**config.mk**
```make
export PLATFORM = sky130hd
export DESIGN_NAME = dot_prod_host
export DESIGN_NICKNAME = d
export VERILOG_FILES = /design/src/rtl/dot_prod_pkg.sv /design/src/rtl/dot_prod_host.sv
export SDC_FILE = /design/constraint.sdc
export NUM_CORES = 1
export LEC_CHECK = 0
export CELL_PAD_IN_SITES_DETAIL_PLACEMENT = 1
export CELL_PAD_IN_SITES_GLOBAL_PLACEMENT = 2
export CORE_ASPECT_RATIO = 1.5
export CORE_UTILIZATION = 23
export DETAILED_ROUTE_END_ITERATION = 12
export GPL_TIMING_DRIVEN = 0
export HOLD_SLACK_MARGIN = 0.15
export PLACE_DENSITY = 0.83
export SYNTH_ARGS = -nofsm -noshare
export SYNTH_HDL_FRONTEND = slang
export SYNTH_SLANG_ARGS = --single-unit
export TNS_END_PERCENT = 30
```
**constraint.sdc**
```tcl
create_clock -name clk -period 2.6 [get_ports clk]
set_input_delay 0.39 -clock clk [delete_from_list [all_inputs] [get_ports clk]]
set_output_delay 0.39 -clock clk [all_outputs]
set_load 0.005 [all_outputs]
```
**src/rtl/dot_prod_pkg.sv**
```systemverilog
// Shared constants and FSM encoding for the dot-product host and its kernel.
// Latency: n/a (declarations only).
// Backpressure: n/a.
package dot_prod_pkg;

    localparam int ARR_LEN = 1000;
    localparam int ADDR_W  = 10;
    localparam int ELEM_W  = 27;
    localparam int ACC_W   = 64;
    localparam int CNT_W   = 11;

    typedef enum logic [2:0] {
        IDLE,
        LOAD,
        FILL,
        START,
        RUN,
        HOLD
    } state_t;

endpackage

```
**src/rtl/dot_prod_host.sv**
```systemverilog
// Loads an element-pair vector into the kernel arrays, zero-pads to ARR_LEN, starts the kernel, returns its result.
// Latency: ARR_LEN+1 cycles from first accepted pair to r_enable; result one cycle after w_enable.
// Backpressure: in_ready drops outside IDLE/LOAD; result held in HOLD until res_ready.
module dot_prod_host #(
    parameter int ARR_LEN = dot_prod_pkg::ARR_LEN,
    parameter int ADDR_W  = dot_prod_pkg::ADDR_W,
    parameter int ELEM_W  = dot_prod_pkg::ELEM_W,
    parameter int ACC_W   = dot_prod_pkg::ACC_W
) (
    input  logic                     clk,
    input  logic                     rst_n,
    input  logic                     in_valid,
    output logic                     in_ready,
    input  logic signed [ELEM_W-1:0] in_a,
    input  logic signed [ELEM_W-1:0] in_b,
    input  logic                     in_last,
    input  logic signed [ACC_W-1:0]  acc_bias,
    output logic                     res_valid,
    input  logic                     res_ready,
    output logic signed [ACC_W-1:0]  res_data,
    output logic [10:0]              res_count,
    output logic                     controlArr,
    output logic                     r_enable,
    output logic [ADDR_W-1:0]        init_i,
    output logic signed [ACC_W-1:0]  init_acc,
    output logic                     controlArrWEnable_a,
    output logic                     controlArrWEnable_b,
    output logic [ADDR_W-1:0]        controlArrAddr_a,
    output logic [ADDR_W-1:0]        controlArrAddr_b,
    output logic signed [ELEM_W-1:0] controlArrWData_a,
    output logic signed [ELEM_W-1:0] controlArrWData_b,
    input  logic                     w_enable,
    input  logic signed [ACC_W-1:0]  result
);
    import dot_prod_pkg::*;

    localparam logic [ADDR_W-1:0] LAST_IDX = ADDR_W'(ARR_LEN - 1);

    state_t                    state_q, state_d;
    logic [ADDR_W-1:0]         idx_q, idx_d;
    logic signed [ACC_W-1:0]   bias_q, bias_d;
    logic signed [ACC_W-1:0]   res_data_q, res_data_d;
    logic [10:0]               res_count_q, res_count_d;

    logic                      accept;
    logic                      wr_en;
    logic [ADDR_W-1:0]         wr_addr;
    logic signed [ELEM_W-1:0]  wr_a;
    logic signed [ELEM_W-1:0]  wr_b;

    assign accept = in_valid & in_ready;

    always_ff @(posedge clk or negedge rst_n) begin
        if (!rst_n) begin
            state_q     <= IDLE;
            idx_q       <= '0;
            bias_q      <= '0;
            res_data_q  <= '0;
            res_count_q <= '0;
        end else begin
            state_q     <= state_d;
            idx_q       <= idx_d;
            bias_q      <= bias_d;
            res_data_q  <= res_data_d;
            res_count_q <= res_count_d;
        end
    end

    always_comb begin
        state_d     = state_q;
        idx_d       = idx_q;
        bias_d      = bias_q;
        res_data_d  = res_data_q;
        res_count_d = res_count_q;
        case (state_q)
            IDLE, LOAD: begin
                if (accept) begin
                    if (state_q == IDLE) bias_d = acc_bias;
                    state_d = LOAD;
                    idx_d   = idx_q + 1'b1;
                    // A last flag on the final address is the same end-of-vector, not a second one.
                    if (in_last || idx_q == LAST_IDX) begin
                        res_count_d = 11'(idx_q) + 11'd1;
                        if (idx_q == LAST_IDX) begin
                            state_d = START;
                            idx_d   = idx_q;
                        end else begin
                            state_d = FILL;
                        end
                    end
                end
            end
            FILL: begin
                if (idx_q == LAST_IDX) state_d = START;
                else                   idx_d   = idx_q + 1'b1;
            end
            START: state_d = RUN;
            RUN: begin
                if (w_enable) begin
                    res_data_d = result;
                    state_d    = HOLD;
                end
            end
            HOLD: begin
                if (res_ready) begin
                    state_d = IDLE;
                    idx_d   = '0;
                end
            end
            default: state_d = IDLE;
        endcase
    end

    // Gated by rst_n so the array ports and handshakes go quiet the moment reset asserts.
    always_comb begin
        in_ready   = 1'b0;
        controlArr = 1'b0;
        r_enable   = 1'b0;
        init_acc   = '0;
        res_valid  = 1'b0;
        wr_en      = 1'b0;
        wr_addr    = '0;
        wr_a       = '0;
        wr_b       = '0;
        if (rst_n) begin
            case (state_q)
                IDLE, LOAD: begin
                    in_ready   = 1'b1;
                    controlArr = 1'b1;
                    if (in_valid) begin
                        wr_en   = 1'b1;
                        wr_addr = idx_q;
                        wr_a    = in_a;
                        wr_b    = in_b;
                    end
                end
                FILL: begin
                    controlArr = 1'b1;
                    wr_en      = 1'b1;
                    wr_addr    = idx_q;
                end
                START: begin
                    r_enable = 1'b1;
                    init_acc = bias_q;
                end
                HOLD:    res_valid = 1'b1;
                default: ;
            endcase
        end
    end

    assign controlArrWEnable_a = wr_en;
    assign controlArrWEnable_b = wr_en;
    assign controlArrAddr_a    = wr_addr;
    assign controlArrAddr_b    = wr_addr;
    assign controlArrWData_a   = wr_a;
    assign controlArrWData_b   = wr_b;
    assign init_i              = '0;
    assign res_data            = res_data_q;
    assign res_count           = res_count_q;

endmodule

```
==> impl_metrics.ini, run 1 <==
[run_status]
status = finished clean

[power]
pwr-share-comb_pct = 41.7
power.share.clock_pct = 22.8
ir_drop_v = 0.000430
power_leakage_nw = 5.94
power.switching_mw = 3.39
power.density_nw_per_um2 = 899
switching_share_pct = 29.2
seq_power_share_pct = 35.4
power.internal_mw = 8.22

[timing]
post-route-period-util_pct = 97.5
fmax_ghz = 0.395
slew_headroom_pct = 33.8
fin_crit_ns = 2.53
tightest_slew_ns = 0.989
skew_ns = 0.00724
slew_viol_final = 0
hold_violations = 0
setup_violations = 0
rsz0062_at_grt = true

[synthesis]
synth.top_cell.area_share_pct = 53.1
ys_ff_latch = 152
async_flop_share_pct = 100
synthesis.area_um2 = 7170
postSynthCellCount = 573
avgSynthCellArea_um2 = 12.5
ys_types = 49
seq_area_frac_synth_pct = 53.1
synthTopCellsByArea = dfrtp_1, mux2_2, and2_1, buf_4, mux2_1
ys_dominant_reg_cell = dfrtp_1
yosysTopAreaCell = dfrtp_1
yosys_warnings = 0
synth-edff-count = 0

[clock_network]
htreeDepth = 4
worstSkewPairLatency_ns = 0.44
cts_tree = built
cts_root_buffer = clkbuf_16
cts_made_buffers = 17
cts.reportedPaths.clkPinSlew_ns = 0.06
cts.sinks = 152
cts_buffer_depth = 2

[placement]
io_buffers = 406
place_inst = 1389
routabilityCongestion = 0.755
dpl_cell_area_um2 = 11800
post-dp-hpwl_mm = 19.6

[critical_path]
critPathCaptureType = output port
crit_required_ns = 2.21
cp-start-kind = register
reg2regPathDepth = 6
rrSetupSlack_ns = 0.32
path_max_fanout = 4
r2r_end = res_count[5]
crit_arrival_ns = 2.14
path_class = register to output port
rr_startpoint = idx_q[0]

[drt]
viasPerCell = 4.28
ant_nets = 0
totalWireLength_mm = 26.2
drc = 0
detail_route.iter0.violations = 153
dr.pass1.iters = 4
vias = 6187
wl_per_cell_um = 18.2

[floorplan]
coreArea_um2 = 30400
die_h_um = 218
die_area_um2 = 31900
pin_count = 417
start_util_pct = 23.5
rows = 78
die_x_um = 146

[cells_and_area]
layout-drive-gt1-share_pct = 25.9
instances_no_fill = 1444
layout.nets = 1220
design_area_um2 = 12900
fillers = 3321
n_antenna_cell = 0
layout-area-overhead-vs-synth_pct = 80.2

[hold_path]
min_to = res_count[8]
hp-class = register to register
hold_path_startpoint = res_count[8]
hold_depth = 1

[job]
cap_violations = 0

[grt]
grt_usage_pct = 16.6
grt_pass1_wl_mm = 39.8
grt_max_degree = 46
grt_pass1_vias = 6859
antenna_found_initial = 0
gr-total-overflow = 0
## worst max-delay path by stage
stage                          end  slack (ns)       start  cells after the start
2_1_floorplan  controlArrAddr_b[0]        0.69  state_q[0]                      6
3_3_place_gp             bias_q[8]       -6.79       rst_n                      5
3_5_place_dp          init_acc[53]       -1.11       rst_n                      8
4_1_cts        controlArrAddr_b[8]       -0.11  state_q[1]                      7
5_1_grt                init_acc[2]       -0.02  state_q[2]                      7
6_report               init_acc[2]        0.07  state_q[2]                      7
## metal layers
metal  share of wire (%)  GRT usage, %  wire length (um)
met1                  35          16.2              9130
met5                   0             0                 0
met2                  56          32.4             14700
met3                 6.8          4.66              1780
met4                 2.4          6.46               635
## state kept, by name, indices dropped and copies added, names as in the netlist
register   cells
bias_q        64
res_data      64
res_count     11
idx_q         10
state_q        3
## synthesized netlist by cell type (all sizes together), types with 2 or more instances
cell     count
nand4bb      2
nor2        10
o31ai        6
nor3         2
o21ai        5
inv          4
dfrtp      152
buf         44
nand2        5
and2       129
nand4        3
xor2         3
or3          2
clkbuf      14
and4         2
a21oi       11
nand2b       4
or4          3
a22o         2
nand3        5
and3         2
mux2       138
xnor2        5
## cells in the final DEF (no fill, tap or decap), drive strengths merged, types with 2 or more instances in the layout
cell type      count
nand4bb            2
bufinv             3
xnor2              5
clkinvlp           3
or4                3
nand3              5
and4               2
nor3               2
dlygate4sd2       68
and2             129
clkbuf            28
xor2               3
bufbuf             3
nand2b             4
o21ai              5
nor2              10
or3                2
conb              10
mux2             138
a21oi             11
dlygate4sd3        3
dlymetal6s2s      13
clkinv             3
clkdlybuf4s50    319
buf               74
o31ai              6
a22o               2
dfrtp            152
nand4              3
inv                7
and3               2
nand2              5
## per-stage QoR
step	hold slack, ns	setup TNS (ns)	setup slack, ns	util, %	power, mW
after floorplan	0.0944	0	0.694	-	6.11
after global placement	0.470	-2369.11	-6.79	38.6	8.60
after detailed placement	0.388	-141.13	-1.11	38.7	8.77
after CTS	0.494	-0.403	-0.111	42.0	11.7
after global routing	0.515	-0.0446	-0.0218	42.4	12.3
final	0.485	0	0.0652	42.4	11.6
## power by group through the flow
stage	Sequential (mW)	Clock, mW	Combinational, mW
after floorplan	4.05	0	2.06
after global placement	4.08	0	4.52
after detailed placement	4.15	0	4.62
after CTS	4.12	2.75	4.81
after global routing	4.28	2.82	5.22
final	4.11	2.65	4.84
## cell type report
type / instances / area, um2 / area share [%]
plain buffers: 58 / 532 / 4.12
clock buffers: 20 / 467 / 3.61
clock inverters: 12 / 164 / 1.27
inverters: 4 / 15.0 / 0.116
multi-input cells: 368 / 3080 / 23.9
flip-flops and latches: 152 / 3810 / 29.5
well taps: 400 / 500 / 3.88
repair buffers: 430 / 4350 / 33.7
## critical path: stages, from the launching register on
cell and delay, ns:
dfrtp_1 0.40, nand2b_4 0.18, nor2_4 0.15, buf_4 0.13, clkbuf_4 0.14, buf_4 0.11
and2_1 0.11, clkdlybuf4s50_1 0.49
## cells by family after synthesis
group                    after synthesis  share of synthesized area [%]
AO/OA/AOI/OAI                         34                           3.14
other                                  1                         0.0523
XOR/XNOR                               8                          0.978
buffers and inverters                 62                           5.29
AND/OR/NAND/NOR                      176                           15.5
multiplexers                         139                           21.8
flip-flops                           152                           53.1
adder cells (fa/ha/maj)                1                          0.175
## repair_timing
item / 4_1_cts / 5_1_grt
pin swaps: 2 / 3
gates resized for setup: 135 / 32
endpoints found under the hold margin: 85 / 0
buffers inserted: 8 / 5
cloned: 5 / 0
hold buffers: 5 / 0
endpoints found under the setup margin: 143 / 65
Power figures use the tool's default switching activity.
==> run 2: changes to the inputs <==
--- a/config.mk
+++ b/config.mk
@@ -13,6 +13,8 @@
 export GPL_TIMING_DRIVEN = 0
 export HOLD_SLACK_MARGIN = 0.15
 export PLACE_DENSITY = 0.83
+export SETUP_SLACK_MARGIN = 0.2
+export SLEW_MARGIN = 40
 export SYNTH_ARGS = -nofsm -noshare
 export SYNTH_HDL_FRONTEND = slang
 export SYNTH_SLANG_ARGS = --single-unit
==> impl_metrics.ini, run 2 (synthesized netlist as in run 1, its figures left out) <==
[timing]
skew_ns = 0.00748
slew_headroom_pct = 42.6
finalSetupTns_ns = 0
rsz0062_at_grt = true
slew_viol_final = 0
fmax_ghz = 0.407
tightest_slew_ns = 0.858
hold_violations = 0
setup_violations = 0
fin_crit_ns = 2.46
whs_ns = 0.489
post-route-period-util_pct = 94.5

[cells_and_area]
layout.nets = 1241
layout-area-overhead-vs-synth_pct = 84.1
n_antenna_cell = 0
layout-drive-gt1-share_pct = 33.4
final_cell_mix = clkdlybuf4s50_1, dfrtp_1, mux2_2, and2_1, buf_4
final_common_cell = clkdlybuf4s50_1
final_util_pct = 43.3

[grt]
met1_usage_pct = 16.2
grt_pass1_wl_mm = 39.4
grt_usage_pct = 16.2
antenna_found_initial = 0
grt_max_degree = 67
use_met3_pct = 4.38
gr-total-overflow = 0
grt.met2_usage_pct = 31.9
grt_pass1_vias = 6839
busiest_layer = met2

[floorplan]
die_x_um = 146
pin_count = 417
coreArea_um2 = 30400
rows = 78
start_util_pct = 23.5
die_area_um2 = 31900
die_h_um = 218

[run_status]
status = finished clean

[power]
seq_power_share_pct = 34.9
ir_drop_v = 0.000425
switching_share_pct = 29.1
power.internal_mw = 8.35
pwr-share-comb_pct = 42.8
power.density_nw_per_um2 = 892
power_mw = 11.8
power_leakage_nw = 6.48
power.switching_mw = 3.43
power.share.clock_pct = 22.3

[clock_network]
worstSkewPairLatency_ns = 0.44
cts_root_buffer = clkbuf_16
cts.reportedPaths.clkPinSlew_ns = 0.06
cts.sinks = 152
cts_made_buffers = 17
cts_buffer_depth = 2
cts_tree = built
htreeDepth = 4

[drt]
dr.pass1.iters = 4
vias = 6306
viasPerCell = 4.30
wl_per_cell_um = 18.0
drc = 0
detail_route.iter0.violations = 216
totalWireLength_mm = 26.4
ant_nets = 0

[critical_path]
cp-start-kind = register
r2r_end = bias_q[11]
path_class = register to output port
cp_slowest_cell = clkdlybuf4s50_1
cpLargestDelayFamily = buffers and inverters
rr_startpoint = state_q[2]
reg2regPathDepth = 6
worst_path_largest_cell_delay_ns = 0.49
cp.depth = 6
setup.worst_path.start = state_q[2]
rrSetupSlack_ns = 0.30
crit_buf_inv = 3
cp-endpoint = init_acc[27]
crit_arrival_ns = 2.07
crit_chain = nand2b_4, nor2_4, clkbuf_16, buf_8, and2_1, clkdlybuf4s50_1
crit_required_ns = 2.21
path_max_fanout = 8
critPathCaptureType = output port

[job]
cap_violations = 0

[placement]
routabilityCongestion = 0.755
post-dp-hpwl_mm = 19.8
io_buffers = 406

[hold_path]
hp-class = register to register
[run 2: changes by cell type in the layout (fill, tap and decap cells not counted), sizes merged, moves of 2 or more]
cell | before | now
clkbuf | 28 | 32
buf | 74 | 138
clkinvlp | 3 | 1
clkdlybuf4s15 | 0 | 3
clkdlybuf4s50 | 319 | 278
dlymetal6s2s | 13 | 34
dlygate4sd2 | 68 | 40
[run 2: metal layers]
metal  vias to the layer above  share of wire (%)
li1                       2874                  -
met1                      3112                 35
met2                       295                 57
met3                        25                6.7
met4                         0                1.6
met5                         -                  0
[run 2: how the worst min path moves through the flow]
stage | to | startpoint | slack, ns | cells after the start
floorplan | bias_q[0] | rst_n | 0.09 | 0
global placement | res_count[8] | res_count[8] | 0.47 | 1
detailed placement | res_data[57] | rst_n | 0.33 | 1
CTS | res_data[57] | rst_n | -0.20 | 1
global route | bias_q[46] | bias_q[46] | 0.51 | 1
finish | res_count[6] | res_count[6] | 0.49 | 1
[run 2: power groups by stage]
stage / registers [mW] / logic (mW) / clock network (mW)
5_1_grt: 4.27 / 5.42 / 2.79
3_3_place_gp: 4.08 / 4.52 / 0
6_report: 4.11 / 5.04 / 2.63
4_1_cts: 4.12 / 5.00 / 2.73
3_5_place_dp: 4.15 / 4.62 / 0
2_1_floorplan: 4.05 / 2.06 / 0
[run 2: metrics by stage]
| stage | cells | setup WS [ns] | cell area (um2) |
|---|---|---|---|
| finish | 1465 | 0.144 | 13200 |
| global route | 1465 | 0.0298 | 13200 |
| CTS | 1448 | -0.0312 | 12900 |
| detailed placement | 1390 | -0.845 | 11800 |
| global placement | 1388 | -6.79 | 11800 |
| floorplan | 582 | 0.694 | 7200 |
[run 2: final cells by class]
cell class	count	area, um2
multi-input combinational	368	3140
inverter	4	15.0
buffer	58	592
sequential	152	3810
tap	400	500
timing repair buffer	451	4530
clock inverter	12	164
clock buffer	20	457
fill	3282	17300
[run 2: repair_timing]
item,CTS,global route
endpoints found under the setup margin,142,167
resized for setup,335,60
buffers inserted,20,14
cloned,6,0
endpoints found under the hold margin,66,66
pin swaps,12,3
==> run 3: changes to the inputs <==
--- a/config.mk
+++ b/config.mk
@@ -9,6 +9,7 @@
 export CELL_PAD_IN_SITES_GLOBAL_PLACEMENT = 2
 export CORE_ASPECT_RATIO = 1.5
 export CORE_UTILIZATION = 23
+export CTS_CLUSTER_SIZE = 25
 export DETAILED_ROUTE_END_ITERATION = 12
 export GPL_TIMING_DRIVEN = 0
 export HOLD_SLACK_MARGIN = 0.15
==> constraint.sdc (replaced) <==
create_clock -name clk -period 2.6 [get_ports clk]
set_input_delay 0.52 -clock clk [delete_from_list [all_inputs] [get_ports clk]]
set_output_delay 0.52 -clock clk [all_outputs]
set_load 0.005 [all_outputs]
==> impl_metrics.ini, run 3 (synthesized netlist as in run 1, its figures left out) <==
[run_status]
status = finished clean

[placement]
place_inst = 1390
routabilityCongestion = 0.755
io_buffers = 406
post-dp-hpwl_mm = 19.8
dpl_cell_area_um2 = 11800

[grt]
grt_usage_pct = 17.3
gr-total-overflow = 0
antenna_found_initial = 0
grt_max_degree = 67
grt_pass1_vias = 7141
grt_pass1_wl_mm = 41.7

[timing]
slew_viol_final = 0
fmax_ghz = 0.398
tightest_slew_ns = 0.572
hold_violations = 0
whs_ns = 0.191
slew_headroom_pct = 61.5
finalSetupTns_ns = 0
setup_violations = 0
post-route-period-util_pct = 96.6
fin_crit_ns = 2.51
rsz0062_at_grt = true
skew_ns = 0.00665

[drt]
viasPerCell = 4.30
detail_route.iter0.violations = 192
vias = 6345
ant_nets = 0
drc = 0
dr.pass1.iters = 4
totalWireLength_mm = 27.5
wl_per_cell_um = 18.6

[cells_and_area]
final_util_pct = 44.0
n_antenna_cell = 0
layout-drive-gt1-share_pct = 40.8
instances_no_fill = 1476
layout.nets = 1252
final_common_cell = clkdlybuf4s50_1
design_area_um2 = 13400
final_cell_mix = clkdlybuf4s50_1, dfrtp_1, mux2_2, and2_1, buf_6
layout-area-overhead-vs-synth_pct = 86.9

[critical_path]
rr_startpoint = idx_q[0]
reg2regPathDepth = 6
crit_required_ns = 2.08
worst_path_largest_cell_delay_ns = 0.41
rrSetupSlack_ns = 0.30
path_max_fanout = 7
crit_arrival_ns = 1.99
cp-start-kind = register
path_class = register to output port
crit_chain = buf_6, and4bb_4, buf_12, clkbuf_8, buf_6, buf_6, and2_4, buf_6
r2r_end = res_count[5]
critPathCaptureType = output port
setup.worst_path.start = state_q[2]
path_common_cell = buf_6
cp-endpoint = controlArrWData_b[4]
cp_slowest_cell = dfrtp_1

[clock_network]
cts_tree = built
htreeDepth = 4
cts_buffer_depth = 2
cts.sinks = 152
cts_made_buffers = 17
cts_root_buffer = clkbuf_16
cts.reportedPaths.clkPinSlew_ns = 0.06
worstSkewPairLatency_ns = 0.44

[floorplan]
die_x_um = 146
coreArea_um2 = 30400
pin_count = 417
rows = 78
start_util_pct = 23.5
die_h_um = 218
die_area_um2 = 31900

[power]
ir_drop_v = 0.000447
power.density_nw_per_um2 = 894
power_leakage_nw = 6.11

[hold_path]
hp-class = input port to async pin

[job]
cap_violations = 0
## run 3: cell count changes in the layout (fill, tap and decap cells not counted), moves of 2 or more
cell	change
dlygate4sd2_1	-5
buf_4	-13
dlygate4sd3_1	+2
dlymetal6s2s_1	-34
and2_1	-25
buf_12	+5
clkbuf_8	+5
clkdlybuf4s50_1	-16
clkdlybuf4s15_2	+5
buf_6	+34
and2_4	+25
buf_2	+19
clkdlybuf4s15_1	+6
## run 3: worst min path at each step
stage                         to  slack (ns)  cells past startpoint
floorplan              bias_q[0]        0.22                      0
global placement    res_count[8]        0.47                      1
detailed placement  res_data[57]        0.46                      1
CTS                    bias_q[0]        0.17                      4
global route           bias_q[0]        0.19                      4
finish                bias_q[45]        0.19                      4
## run 3: cell type report
type / count / area (um2)
sequential: 152 / 3810
tap: 400 / 500
clock buffer: 20 / 457
timing repair buffer: 462 / 4640
clock inverter: 12 / 164
buffer: 58 / 609
inverter: 4 / 15.0
multi-input combinational: 368 / 3210
fill: 3278 / 17100
## run 3: critical path, delay by kind of cell, from the launching register on
family	cells	cell delay (ns)
simple gates	2	0.45
buf+inv	6	0.70
flops	1	0.41
## run 3: stage by stage
step,worst slack (ns),power [mW]
after floorplan,0.564,6.11
after global placement,-6.99,8.60
after detailed placement,-1.10,8.77
after CTS,0.00134,12.0
after global routing,0.0322,12.7
final,0.0886,12.0
## run 3: where the power goes
group          total, mW  internal (mW)  switching (mW)
clock network       2.63           1.58            1.06
registers           4.12           3.51           0.611
logic               5.23           3.39            1.84
total               12.0           8.47            3.51
## run 3: repair_timing
item | in CTS | in global routing
endpoints found under the hold margin | 56 | 0
gates resized for setup | 592 | 32
buffers inserted | 30 | 3
gates cloned | 12 | 1
hold buffers | 8 | 0
setup endpoints to repair | 144 | 187
pin swaps | 36 | 6
## run 3: layer usage
layer / part of all wire, % / routed length [um] / up-vias / track usage, %
li1: - / - / 2898 / -
met1: 34 / 9470 / 3128 / 17.0
met2: 57 / 15700 / 294 / 34.5
met3: 6.6 / 1800 / 25 / 4.51
met4: 1.6 / 436 / 0 / 5.28
met5: 0 / 0 / - / 0
